===== src/rtl/iter_div32.sv =====
// iter_div32: multi-cycle radix-2 restoring divider for DIV/DIVU.
// One quotient bit per clock; signed mode divides magnitudes and fixes signs at the end.
module iter_div32 #(
    parameter int unsigned WIDTH = 32,
    parameter int unsigned CNT_W = 5
) (
    input  logic             clk,
    input  logic             reset,
    input  logic             start,
    input  logic             Sign,
    input  logic [WIDTH-1:0] dividend,
    input  logic [WIDTH-1:0] divisor,
    output logic             busy,
    output logic             done,
    output logic [WIDTH-1:0] quotient,
    output logic [WIDTH-1:0] remainder,
    output logic             div_zero
);

    typedef enum logic [1:0] {StIdle, StCalc, StFin} state_e;

    state_e           state_q;
    logic             sign_q;
    logic             neg_a_q;
    logic             neg_b_q;
    logic             dz_q;
    logic [WIDTH-1:0] rem_q;   // partial remainder
    logic [WIDTH-1:0] dvd_q;   // working dividend, becomes the quotient magnitude
    logic [WIDTH-1:0] dvs_q;   // divisor magnitude
    logic [CNT_W-1:0] cnt_q;

    logic             dvd_neg;
    logic             dvs_neg;
    logic [WIDTH-1:0] dvd_mag;
    logic [WIDTH-1:0] dvs_mag;
    logic [WIDTH:0]   partial;
    logic [WIDTH:0]   trial;
    logic [WIDTH-1:0] q_fix;
    logic [WIDTH-1:0] r_fix;

    // Operand magnitudes, one restoring trial step and the final sign fix-up.
    always_comb begin
        dvd_neg = Sign & dividend[WIDTH-1];
        dvs_neg = Sign & divisor[WIDTH-1];
        // -0x80000000 wraps back to 0x80000000, which read unsigned is exactly 2^31.
        dvd_mag = dvd_neg ? -dividend : dividend;
        dvs_mag = dvs_neg ? -divisor : divisor;
        partial = {rem_q, dvd_q[WIDTH-1]};
        trial   = partial - {1'b0, dvs_q};
        q_fix   = (sign_q & (neg_a_q ^ neg_b_q)) ? -dvd_q : dvd_q;
        r_fix   = (sign_q & neg_a_q) ? -rem_q : rem_q;
    end

    // Control FSM together with the datapath and registered outputs.
    always_ff @(posedge clk) begin
        if (reset) begin
            state_q   <= StIdle;
            sign_q    <= 1'b0;
            neg_a_q   <= 1'b0;
            neg_b_q   <= 1'b0;
            dz_q      <= 1'b0;
            rem_q     <= '0;
            dvd_q     <= '0;
            dvs_q     <= '0;
            cnt_q     <= '0;
            busy      <= 1'b0;
            done      <= 1'b0;
            quotient  <= '0;
            remainder <= '0;
            div_zero  <= 1'b0;
        end else begin
            done <= 1'b0;
            unique case (state_q)
                StIdle: begin
                    if (start) begin
                        sign_q  <= Sign;
                        neg_a_q <= dvd_neg;
                        neg_b_q <= dvs_neg;
                        rem_q   <= '0;
                        busy    <= 1'b1;
                        if (divisor == '0) begin
                            // Keep the raw dividend; it is returned as the remainder.
                            dz_q    <= 1'b1;
                            dvd_q   <= dividend;
                            dvs_q   <= '0;
                            // One extra FIN cycle so the result lands two edges after start.
                            cnt_q   <= CNT_W'(1);
                            state_q <= StFin;
                        end else begin
                            dz_q    <= 1'b0;
                            dvd_q   <= dvd_mag;
                            dvs_q   <= dvs_mag;
                            cnt_q   <= CNT_W'(WIDTH - 1);
                            state_q <= StCalc;
                        end
                    end
                end
                StCalc: begin
                    if (!trial[WIDTH]) begin
                        rem_q <= trial[WIDTH-1:0];
                        dvd_q <= {dvd_q[WIDTH-2:0], 1'b1};
                    end else begin
                        rem_q <= partial[WIDTH-1:0];
                        dvd_q <= {dvd_q[WIDTH-2:0], 1'b0};
                    end
                    cnt_q <= cnt_q - 1'b1;
                    if (cnt_q == '0) begin
                        state_q <= StFin;
                    end
                end
                StFin: begin
                    if (dz_q && (cnt_q != '0)) begin
                        cnt_q <= cnt_q - 1'b1;
                    end else begin
                        done    <= 1'b1;
                        busy    <= 1'b0;
                        cnt_q   <= '0;
                        state_q <= StIdle;
                        if (dz_q) begin
                            quotient  <= '1;
                            remainder <= dvd_q;
                            div_zero  <= 1'b1;
                        end else begin
                            quotient  <= q_fix;
                            remainder <= r_fix;
                            div_zero  <= 1'b0;
                        end
                    end
                end
                default: state_q <= StIdle;
            endcase
        end
    end

endmodule

===== config.mk =====
export PLATFORM = sky130hd
export DESIGN_NAME = iter_div32
export DESIGN_NICKNAME = d
export VERILOG_FILES = /design/src/rtl/iter_div32.sv
export SDC_FILE = /design/constraint.sdc
export NUM_CORES = 1
export LEC_CHECK = 0
export CAP_MARGIN = 20
export CELL_PAD_IN_SITES_DETAIL_PLACEMENT = 1
export CELL_PAD_IN_SITES_GLOBAL_PLACEMENT = 1
export CORE_MARGIN = 4
export CORE_UTILIZATION = 42
export CTS_CLUSTER_DIAMETER = 200
export DETAILED_ROUTE_END_ITERATION = 10
export PLACE_DENSITY = 0.87
export RECOVER_POWER = 100
export REMOVE_ABC_BUFFERS = 1
export SYNTH_ARGS = -nofsm -noshare
export SYNTH_HDL_FRONTEND = slang
export SYNTH_SLANG_ARGS = --single-unit

===== constraint.sdc =====
create_clock -name clk -period 3.5 [get_ports clk]
set_input_delay 0.35 -clock clk [delete_from_list [all_inputs] [get_ports clk]]
set_output_delay 0.35 -clock clk [all_outputs]
set_load 0.03 [all_outputs]

==> key figures, run 1 <==
Setup path
  – Data required time of the critical path: 3.83 ns
  – Slowest Stage Delay on Critical Path: 0.36 ns
  – Worst reg-to-reg path cell count: 13
  – Worst-path fanout max: 22
  – Max stage delay cell, worst path: sky130_fd_sc_hd__ha_1
  – Number of buffers and inverters on the critical path: 3
  – Endpoint of the worst setup timing path: rem_q[1]
  – Reg2reg setup slack: 0.28 ns
  – Class of the most critical setup path: reg2reg
  – Family with the most delay on the worst path: compound AO/OA/AOI/OAI gates
  – Critical path depth in cells: 13
  – Startpoint of the most critical register-to-register path: dvs_q[10]
  – Critical path startpoint: dvs_q[10]
  – Kind of end point of the critical path: register
  – Critical path arrival: 3.55 ns
  – Critical path cell sequence: inv_1, ha_1, a21oi_1, a21boi_1, a311o_1, a211oi_1, o21bai_1, a31oi_2, clkbuf_1, xor2_2, buf_12, nand2_1, a32o_1
  – Reg-to-reg endpoint: rem_q[1]
  – Startpoint Class: register

Logic synthesis
  – Average cell area after synthesis: 7.34 um^2
  – Share of cell area taken by muxes after synthesis: 0.177%
  – Fraction of synthesized cell area in xor and xnor cells: 10.6%
  – Largest family of logic cells by synthesized area: simple AND/OR/NAND/NOR gates
  – Most common flop cell mapped by yosys: sky130_fd_sc_hd__dfxtp_1
  – Fraction of the mapped netlist area in simple logic gates: 24.1%
  – Post-synth ARST share: 0%
  – Synthesized cell area: 11300 um^2
  – Cell count after synthesis: 1537
  – Synthesis-stage register bit count: 174
  – Sequential fraction of the synthesis area: 30.9%
  – Area fraction in compound gates after synthesis: 24.1%
  – Number of enable-type register cells in the synthesized netlist: 0
  – YS warnings: 0
  – Adder-cell share of the synthesized area: 4.61%
  – Count of cell types in the netlist: 67

Routing
  – DRC viols: 0
  – Number of nets with antenna violations after routing: 0
  – WL final: 37900 um
  – Number of violations reported at the end of detailed-routing iteration 0: 742
  – Total via count after detailed routing: 11700
  – Wirelength per Cell: 19.1 um
  – Vias per inst: 5.92
  – First drt pass iteration count: 5

Floorplanning
  – Number of standard-cell rows in the floorplan: 59
  – Chip Width: 172 um
  – Overall die area: 29500 um^2
  – Initial Util: 43.0%
  – Height of the die: 172 um
  – Total core area: 26200 um^2
  – Num ports: 135

GRT
  – Initial antenna violation count: 0
  – Vias in the first global route: 11700
  – Total routing resource utilization after global routing: 25.2%
  – Overflow left after global routing: 0
  – Maximum number of pins on one net before global-route repair: 78
  – Global-route wire length before repair: 61000 um

Power
  – Largest vdd supply drop: 0.000356 V
  – Overall power after layout: 0.00871 W
  – Power per Cell Area: 643 nW/um^2
  – Reported leakage power: 5.32 nW

Finish
  – Synth-to-Final Area Change: 20.1%
  – Number of nets in the layout: 1739
  – Layout cells sized above 1: 5.54%
  – Antenna diodes: 0
  – Number of standard cells in the final layout excluding fillers: 1978
  – Non-Filler Cell Area, Final: 13600 um^2
  – Fillers: 3288

Timing
  – Maximum clock rate: 310 MHz
  – Unrepaired setup endpoints after global routing: false
  – Relative slew margins: -24.4%
  – Worst clock skew: 0.0102 ns
  – Setup TNS: 0 ns
  – Setup-violating endpoint count in the final report: 0
  – Time the worst path needs with I/O delays and setup: 3.22 ns
  – Max-slew violation count: 69
  – Period utilisation layout: 92.1%
  – Slew @ Worst Pin: 1.86 ns
  – Final Hold Viols: 0

CTS
  – Clock root cell: sky130_fd_sc_hd__clkbuf_16
  – Number of H-tree branching levels: 4
  – Clock input transition at the sequential cells of the worst setup and hold paths: 0.07 ns
  – Skew-Pair Late Insertion Delay: 0.43 ns
  – Deepest clock path buffer count: 2
  – Number of clock sinks seen by CTS: 174
  – Buffers inserted during post-CTS setup optimization: 0
  – Clock buffer count from CTS: 17
  – CTS tree: done

Job
  – Maximum capacitance violations: 2

Placed design
  – Area of placed instances: 13000 um^2
  – Final RePlAce weighted congestion: 0.916
  – Total of buffers placed on input and output ports: 134
  – Placed wire-length estimate: 28000 um
  – Number of placed instances with taps included: 1946

Min path
  – Classification of the worst-slack hold path: reg2reg

Status
  – Violations in the final reports: max-capacitance violations, max-slew violations
  – Outcome: finished with violations
## worst min path at each step
stage                        startpoint            end  slack (ns)  depth (start not counted)
after floorplan                   reset       div_zero        0.42                          1
after global placement        dvs_q[17]      dvs_q[17]        0.44                          2
after detailed placement      dvs_q[15]      dvs_q[15]        0.45                          2
after CTS                     dvs_q[15]      dvs_q[15]        0.46                          2
after global routing      remainder[21]  remainder[21]        0.48                          2
final                         dvs_q[17]      dvs_q[17]        0.45                          2
## stage by stage
| step | worst slack, ns | hold WS [ns] | util (%) |
|---|---|---|---|
| after global routing | 0.0449 | 0.475 | 51.7 |
| after floorplan | -1.48 | 0.419 | - |
| final | 0.277 | 0.453 | 51.7 |
| after global placement | 0.0239 | 0.439 | 49.7 |
| after detailed placement | -0.00509 | 0.449 | 49.7 |
| after CTS | 0.159 | 0.457 | 51.9 |
## cells in the final DEF, fill, tap and decap left out, drive strengths merged, types with 13 or more instances in the layout
cell type      netlist  routed
and3                21      21
nor4                13      13
o31ai               22      22
nor3                31      31
ha                  40      40
nand3               95      95
a21oi              132     132
inv                 59      64
clkdlybuf4s50        0      65
a211oi              35      35
dlygate4sd3          0      68
o211ai              17      17
a31oi               31      31
or3                 20      20
nand2              210     210
xor2                70      70
buf                 10      38
o22ai               31      31
nor2               140     140
dfxtp              174     174
clkbuf              93      24
or4                 13      13
xnor2               66      66
o21ai               94      94
## cells in the mapped netlist (7+ instances only)
cell | count | area [um^2]
sky130_fd_sc_hd__clkbuf_1 | 93 | 349
sky130_fd_sc_hd__nand3_1 | 94 | 470
sky130_fd_sc_hd__ha_1 | 40 | 500
sky130_fd_sc_hd__a21oi_1 | 131 | 656
sky130_fd_sc_hd__nor4_1 | 10 | 62.6
sky130_fd_sc_hd__a31oi_1 | 31 | 194
sky130_fd_sc_hd__nor3_1 | 30 | 150
sky130_fd_sc_hd__a211oi_1 | 35 | 263
sky130_fd_sc_hd__nand2_1 | 209 | 785
sky130_fd_sc_hd__a32oi_1 | 10 | 87.6
sky130_fd_sc_hd__o41ai_1 | 10 | 87.6
sky130_fd_sc_hd__xor2_1 | 70 | 613
sky130_fd_sc_hd__xnor2_1 | 66 | 578
sky130_fd_sc_hd__o31ai_1 | 22 | 165
sky130_fd_sc_hd__o211ai_1 | 16 | 120
sky130_fd_sc_hd__nand2b_1 | 11 | 68.8
sky130_fd_sc_hd__nor2b_1 | 8 | 50.1
sky130_fd_sc_hd__o21a_1 | 8 | 60.1
sky130_fd_sc_hd__and3_1 | 21 | 131
sky130_fd_sc_hd__a311oi_1 | 7 | 61.3
sky130_fd_sc_hd__or3_1 | 20 | 125
sky130_fd_sc_hd__o21ai_1 | 55 | 275
sky130_fd_sc_hd__a21o_1 | 12 | 90.1
sky130_fd_sc_hd__dfxtp_1 | 174 | 3480
sky130_fd_sc_hd__or4_1 | 10 | 75.1
sky130_fd_sc_hd__nor2_1 | 140 | 526
sky130_fd_sc_hd__o21ai_0 | 39 | 195
sky130_fd_sc_hd__inv_1 | 59 | 221
sky130_fd_sc_hd__o22ai_1 | 31 | 194
## report_power, final
| group | total (W) | internal [W] | switching (W) |
|---|---|---|---|
| Clock | 0.00187 | 0.000991 | 0.000877 |
| Combinational | 0.00412 | 0.00144 | 0.00268 |
| Sequential | 0.00273 | 0.00236 | 0.000364 |
## flip-flops by register name (all words and copies together) (netlist names), 2 cells and up
| name | count |
|---|---|
| dvs_q | 32 |
| dvd_q | 32 |
| rem_q | 32 |
| cnt_q | 5 |
| remainder | 32 |
| state_q | 2 |
| quotient | 32 |
## worst min-delay path, delay by kind of cell (launching register included)
kind               cells  cell delay (ns)
DFF                    1             0.31
and+or+nand+nor        1             0.05
AOI/OAI and AO/OA      1             0.05
## layout make-up
| cell class | instances | area [um^2] | share of cell area, % |
|---|---|---|---|
| multi-input combinational | 1200 | 7190 | 53.1 |
| clock inverter | 14 | 133 | 0.979 |
| sequential | 174 | 3480 | 25.7 |
| tap | 335 | 419 | 3.09 |
| inverter | 60 | 225 | 1.66 |
| timing repair buffer | 177 | 1670 | 12.3 |
| clock buffer | 18 | 429 | 3.17 |
## repair_timing
| action | in CTS | in global routing |
|---|---|---|
| hold buffers | 0 | 0 |
| resized for setup | 0 | 3 |
| hold endpoints to repair | 0 | 0 |
| endpoints found under the setup margin | 0 | 27 |
## cell families after synthesis
family	Yosys count
adders and majority gates	41
and+or+nand+nor	585
xor gates and xnor gates	136
AOI/OAI and AO/OA	436
muxes	2
DFF	174
buffers and inverters	163
## layer usage
metal	GRT usage, %	up-vias	part of all wire (%)
met2	42.8	343	48
met5	0	-	0
met4	8.27	0	2.5
met1	33.3	5670	45
li1	-	5640	-
met3	3.13	62	5.2
(Power assumes the default switching activity.)
==> inputs of run 2 (changes only) <==
--- a/config.mk
+++ b/config.mk
@@ -13,7 +13,6 @@
 export CTS_CLUSTER_DIAMETER = 200
 export DETAILED_ROUTE_END_ITERATION = 10
 export PLACE_DENSITY = 0.87
-export RECOVER_POWER = 100
 export REMOVE_ABC_BUFFERS = 1
 export SYNTH_ARGS = -nofsm -noshare
 export SYNTH_HDL_FRONTEND = slang
==> constraint.sdc (replaced) <==
create_clock -name clk -period 3.5 [get_ports clk]
set_input_delay 0.35 -clock clk [delete_from_list [all_inputs] [get_ports clk]]
set_output_delay 0.35 -clock clk [all_outputs]
set_load 0.05 [all_outputs]
==> key figures, run 2 (synthesis gave the netlist of run 1 again) <==
Floorplanning
  – Number of standard-cell rows in the floorplan: 59 (unchanged)
  – Height of the die: 172 um (unchanged)
  – Total core area: 26200 um^2 (unchanged)
  – Initial Util: 43.0% (unchanged)
  – Num ports: 135 (unchanged)
  – Overall die area: 29500 um^2 (unchanged)
  – Chip Width: 172 um (unchanged)

Setup path
  – Kind of end point of the critical path: register
  – Startpoint Class: register
  – Critical path arrival: 3.53 ns (-0.02 ns)
  – Worst-path fanout max: 22 (unchanged)
  – Reg2reg setup slack: 0.30 ns (+0.02 ns)
  – Data required time of the critical path: 3.83 ns (about the same)
  – Class of the most critical setup path: reg2reg

Timing
  – Worst clock skew: 0.00990 ns (-0.000331 ns)
  – Unrepaired setup endpoints after global routing: false
  – Setup-violating endpoint count in the final report: 0 (unchanged)
  – Maximum clock rate: 312 MHz (+0.59%)
  – Max-slew violation count: 0 (-100%)
  – Final Hold Viols: 0 (unchanged)
  – Relative slew margins: 40.3% (+65 points)
  – Slew @ Worst Pin: 0.896 ns (-0.969 ns)
  – Period utilisation layout: 91.5% (-0.54 points)
  – Time the worst path needs with I/O delays and setup: 3.20 ns (-0.0190 ns)
  – Setup TNS: 0 ns (unchanged)

GRT
  – Total routing resource utilization after global routing: 25.2% (unchanged)
  – Vias in the first global route: 11700 (unchanged)
  – Maximum number of pins on one net before global-route repair: 78 (unchanged)
  – Initial antenna violation count: 0 (unchanged)
  – Overflow left after global routing: 0 (unchanged)
  – Global-route wire length before repair: 61000 um (unchanged)

Finish
  – Synth-to-Final Area Change: 20.7%
  – Layout cells sized above 1: 6.09% (+0.55 points)
  – Number of standard cells in the final layout excluding fillers: 1978 (unchanged)
  – Antenna diodes: 0 (unchanged)
  – Non-Filler Cell Area, Final: 13600 um^2 (+0.46%)
  – Number of nets in the layout: 1739 (unchanged)
  – Most common cell after layout, fill and taps aside: sky130_fd_sc_hd__nand2_1
  – Most used cells in the layout excluding fill and tap cells: 209 x sky130_fd_sc_hd__nand2_1, 173 x sky130_fd_sc_hd__dfxtp_1, 139 x sky130_fd_sc_hd__nor2_1

Power
  – Largest vdd supply drop: 0.000368 V (+3.5%)
  – Power per Cell Area: 662 nW/um^2 (+3.0%)
  – Reported leakage power: 5.14 nW (-3.3%)

Placed design
  – Number of placed instances with taps included: 1946 (unchanged)
  – Final RePlAce weighted congestion: 0.916 (unchanged)
  – Placed wire-length estimate: 28000 um (unchanged)
  – Total of buffers placed on input and output ports: 134 (unchanged)
  – Area of placed instances: 13000 um^2 (unchanged)

CTS
  – Clock input transition at the sequential cells of the worst setup and hold paths: 0.07 ns (about the same)
  – Clock buffer count from CTS: 17 (unchanged)
  – Deepest clock path buffer count: 2 (unchanged)
  – Skew-Pair Late Insertion Delay: 0.44 ns (about the same)
  – Number of clock sinks seen by CTS: 174 (unchanged)
  – Number of H-tree branching levels: 4 (unchanged)
  – CTS tree: done
  – CTS Hold Bufs: 0 (unchanged)
  – Clock root cell: sky130_fd_sc_hd__clkbuf_16

Routing
  – DRC viols: 0 (unchanged)
  – Wirelength per Cell: 19.1 um (unchanged)
  – Number of violations reported at the end of detailed-routing iteration 0: 670 (-9.7%)
  – Total via count after detailed routing: 11700 (unchanged)
  – WL final: 37900 um (unchanged)
  – Vias per inst: 5.92 (unchanged)
  – First drt pass iteration count: 5 (unchanged)
  – Number of nets with antenna violations after routing: 0 (unchanged)

Job
  – Maximum capacitance violations: 0 (-2)

Min path
  – Classification of the worst-slack hold path: reg2reg

Status
  – Outcome: finished, final reports clean
==> run 2: area by class of cell <==
| type | instances | area [um^2] |
|---|---|---|
| tap | 335 | 419 |
| timing repair buffer | 177 | 1700 |
| clock buffer | 18 | 429 |
| fill | 3280 | 12600 |
| clock inverter | 14 | 133 |
| multi-input combinational | 1200 | 7220 |
| inverter | 60 | 225 |
| sequential | 174 | 3480 |
==> run 2: repair_timing <==
item	4_1_cts	5_1_grt
endpoints found under the setup margin	0	27
buffers inserted	0	0
gates resized for setup	0	3
==> run 2: final timing paths <==
path,from,to,depth (start not counted)
max,dvs_q[10],rem_q[0],13
min,dvs_q[17],dvs_q[17],2
max reg2reg,dvs_q[10],rem_q[0],13
min reg2reg,dvs_q[17],dvs_q[17],2
==> run 2: critical path: stages (launching register included) <==
cell and delay, ns:
sky130_fd_sc_hd__dfxtp_1 0.34, sky130_fd_sc_hd__inv_1 0.05, sky130_fd_sc_hd__ha_1 0.36, sky130_fd_sc_hd__a21oi_1 0.22, sky130_fd_sc_hd__a21boi_1 0.10, sky130_fd_sc_hd__a311o_1 0.36, sky130_fd_sc_hd__a211oi_1 0.33, sky130_fd_sc_hd__o21bai_1 0.17
sky130_fd_sc_hd__a31oi_2 0.29, sky130_fd_sc_hd__buf_4 0.18, sky130_fd_sc_hd__xor2_2 0.20, sky130_fd_sc_hd__buf_12 0.19, sky130_fd_sc_hd__nand2_1 0.07, sky130_fd_sc_hd__a32o_1 0.24
==> run 2: per-stage QoR <==
step | worst slack, ns | hold slack [ns] | power [W] | utilization (%)
2_1_floorplan | -1.48 | 0.419 | 0.00560 | -
3_3_place_gp | 0.0239 | 0.439 | 0.00693 | 49.7
3_5_place_dp | -0.00509 | 0.449 | 0.00711 | 49.7
4_1_cts | 0.159 | 0.457 | 0.00899 | 51.9
5_1_grt | 0.0895 | 0.478 | 0.00958 | 52.0
6_report | 0.296 | 0.453 | 0.00901 | 52.0
==> run 2: metal layers <==
layer | up-vias | global-route usage (%) | routed length [um]
met5 | - | 0 | 0
met4 | 0 | 8.27 | 917
met3 | 58 | 3.13 | 1810
met2 | 314 | 42.8 | 18000
met1 | 5705 | 33.3 | 17100
li1 | 5638 | - | -
==> run 2: power breakdown <==
part           switching (W)  total (W)  internal (W)
logic                0.00289    0.00441       0.00152
clock network       0.000880    0.00187      0.000991
registers           0.000370    0.00273       0.00236
total                0.00414    0.00901       0.00487
==> inputs of run 3 (changes only) <==
--- a/config.mk
+++ b/config.mk
@@ -12,7 +12,7 @@
 export CORE_UTILIZATION = 42
 export CTS_CLUSTER_DIAMETER = 200
 export DETAILED_ROUTE_END_ITERATION = 10
-export PLACE_DENSITY = 0.87
+export PLACE_DENSITY_LB_ADDON = 0.3
 export REMOVE_ABC_BUFFERS = 1
 export SYNTH_ARGS = -nofsm -noshare
 export SYNTH_HDL_FRONTEND = slang
==> key figures, run 3 (synthesis gave the netlist of run 1 again) <==
CTS
  – Clock buffer count from CTS: 17 (unchanged)
  – Clock root cell: sky130_fd_sc_hd__clkbuf_16
  – Skew-Pair Late Insertion Delay: 0.45 ns (about the same)
  – CTS Hold Bufs: 0 (unchanged)
  – Clock input transition at the sequential cells of the worst setup and hold paths: 0.07 ns (about the same)
  – Deepest clock path buffer count: 2 (unchanged)
  – Number of H-tree branching levels: 4 (unchanged)
  – Number of clock sinks seen by CTS: 174 (unchanged)
  – CTS tree: done

Timing
  – Maximum clock rate: 302 MHz (-3.3%)
  – Period utilisation layout: 94.7% (+3.1 points)
  – Unrepaired setup endpoints after global routing: false
  – Max-slew violation count: 0 (unchanged)
  – Slew @ Worst Pin: 0.941 ns (+0.0454 ns)
  – Time the worst path needs with I/O delays and setup: 3.31 ns (+0.110 ns)
  – Worst clock skew: 0.0135 ns (+0.00356 ns)
  – Setup-violating endpoint count in the final report: 0 (unchanged)
  – Worst Hold Slack: 0.453 ns (-0.000842 ns)
  – Relative slew margins: 37.2% (-3.0 points)
  – Final Hold Viols: 0 (unchanged)

Power
  – Largest vdd supply drop: 0.000388 V (+5.4%)
  – Reported leakage power: 5.18 nW (+0.73%)
  – Overall power after layout: 0.00907 W (+0.63%)
  – Power per Cell Area: 665 nW/um^2 (+0.37%)

GRT
  – Vias in the first global route: 12000 (+2.7%)
  – Global-route wire length before repair: 62000 um (+1.7%)
  – Total routing resource utilization after global routing: 25.9% (+0.64 points)
  – Overflow left after global routing: 0 (unchanged)
  – Maximum number of pins on one net before global-route repair: 67 (-14%)
  – Initial antenna violation count: 0 (unchanged)

Floorplanning
  – Total core area: 26200 um^2 (unchanged)
  – Chip Width: 172 um (unchanged)
  – Overall die area: 29500 um^2 (unchanged)
  – Num ports: 135 (unchanged)
  – Height of the die: 172 um (unchanged)
  – Initial Util: 43.0% (unchanged)
  – Number of standard-cell rows in the floorplan: 59 (unchanged)

Setup path
  – Critical path arrival: 3.69 ns (+0.16 ns)
  – Critical path cell sequence: inv_1, ha_1, a21oi_1, a21boi_1, a311o_1, a211oi_1, o21bai_1, a31oi_2, buf_4, xor2_2, buf_4, buf_4, nand3_1, nand3_1
  – Max stage delay cell, worst path: sky130_fd_sc_hd__a311o_1
  – Kind of end point of the critical path: register
  – Data required time of the critical path: 3.88 ns (+0.05 ns)
  – Startpoint Class: register
  – Dominant cell type by count on the critical path: sky130_fd_sc_hd__buf_4
  – Slowest Stage Delay on Critical Path: 0.37 ns (about the same)
  – Worst-path fanout max: 11 (-50%)
  – Class of the most critical setup path: reg2reg

Finish
  – Antenna diodes: 0 (unchanged)
  – Most common cell after layout, fill and taps aside: sky130_fd_sc_hd__nand2_1
  – Layout cells sized above 1: 6.26% (+0.17 points)
  – Number of nets in the layout: 1742 (+0.17%)
  – Synth-to-Final Area Change: 21.0%
  – Fillers: 3259 (-0.64%)
  – Number of standard cells in the final layout excluding fillers: 1981 (+0.15%)
  – Most used cells in the layout excluding fill and tap cells: 209 x sky130_fd_sc_hd__nand2_1, 173 x sky130_fd_sc_hd__dfxtp_1, 139 x sky130_fd_sc_hd__nor2_1

Routing
  – Vias per inst: 5.94 (+0.32%)
  – WL final: 38500 um (+1.5%)
  – First drt pass iteration count: 5 (unchanged)
  – DRC viols: 0 (unchanged)
  – Number of nets with antenna violations after routing: 0 (unchanged)
  – Total via count after detailed routing: 11800 (+0.47%)
  – Wirelength per Cell: 19.4 um (+1.4%)
  – Number of violations reported at the end of detailed-routing iteration 0: 797 (+19%)

Placed design
  – Placed wire-length estimate: 28400 um (+1.5%)
  – Final RePlAce weighted congestion: 0.872 (-4.8%)
  – Total of buffers placed on input and output ports: 134 (unchanged)
  – Number of placed instances with taps included: 1949 (+0.15%)

Min path
  – Classification of the worst-slack hold path: reg2reg

Status
  – Outcome: finished, final reports clean

Job
  – Maximum capacitance violations: 0 (unchanged)
## run 3: cell types whose count changed in the layout (fill, tap and decap cells not counted), sizes merged
cell / previous run / this run
clkinvlp: 6 / 0
inv: 64 / 68
buf: 44 / 47
bufinv: 1 / 0
clkinv: 3 / 6
## run 3: power by group
| group | leakage (nW) | switching [W] | internal [W] |
|---|---|---|---|
| clock | 0.287 | 0.000946 | 0.000970 |
| sequential | 1.42 | 0.000378 | 0.00236 |
| combinational | 3.48 | 0.00288 | 0.00153 |
## run 3: worst max-delay path, delay by kind of cell, from the launching register on
kind	cells	cell delay (ns)
AO/OA/AOI/OAI	6	1.53
buffers and inverters	4	0.62
adder cells (fa/ha/maj)	1	0.36
flip-flops	1	0.33
AND/OR/NAND/NOR	2	0.25
XOR/XNOR	1	0.17
## run 3: what timing repair did
action                                  4_1_cts  5_1_grt
buffers inserted                              0        0
resized for setup                             0        2
endpoints found under the setup margin        0        5
## run 3: metal layers
metal  part of all wire (%)  vias to the layer above  GRT usage [%]
met4                    2.7                        0           9.33
li1                       -                     5662              -
met5                      0                        -              0
met3                    5.1                       68           3.36
met1                     44                     5692           32.9
met2                     48                      348           45.0
## run 3: metrics by stage
stage               worst slack (ns)  cell area (um^2)  util [%]  setup TNS [ns]
global placement               0.196             13100      49.8               0
global route                  0.0422             13600      52.1               0
detailed placement             0.128             13100      49.8               0
CTS                            0.156             13600      52.0               0
finish                         0.186             13600      52.1               0
floorplan                      -1.48             10900         -          -38.53
## run 3: layout make-up
class / instances / area [um^2] / share of cell area (%)
Clock buffer: 18 / 439 / 3.22
Clock inverter: 14 / 140 / 1.03
Inverter: 60 / 225 / 1.65
Multi-Input combinational cell: 1200 / 7220 / 52.9
Sequential cell: 174 / 3480 / 25.5
Tap cell: 335 / 419 / 3.07
Timing Repair Buffer: 180 / 1720 / 12.6
## run 3: path summary, 6_finish.rpt
| path | slack [ns] | end | start | cells after the start |
|---|---|---|---|---|
| min reg2reg | 0.45 | dvs_q[25] | dvs_q[25] | 2 |
| max | 0.19 | rem_q[10] | dvs_q[10] | 14 |
| max reg2reg | 0.19 | rem_q[10] | dvs_q[10] | 14 |
| min | 0.45 | dvs_q[25] | dvs_q[25] | 2 |
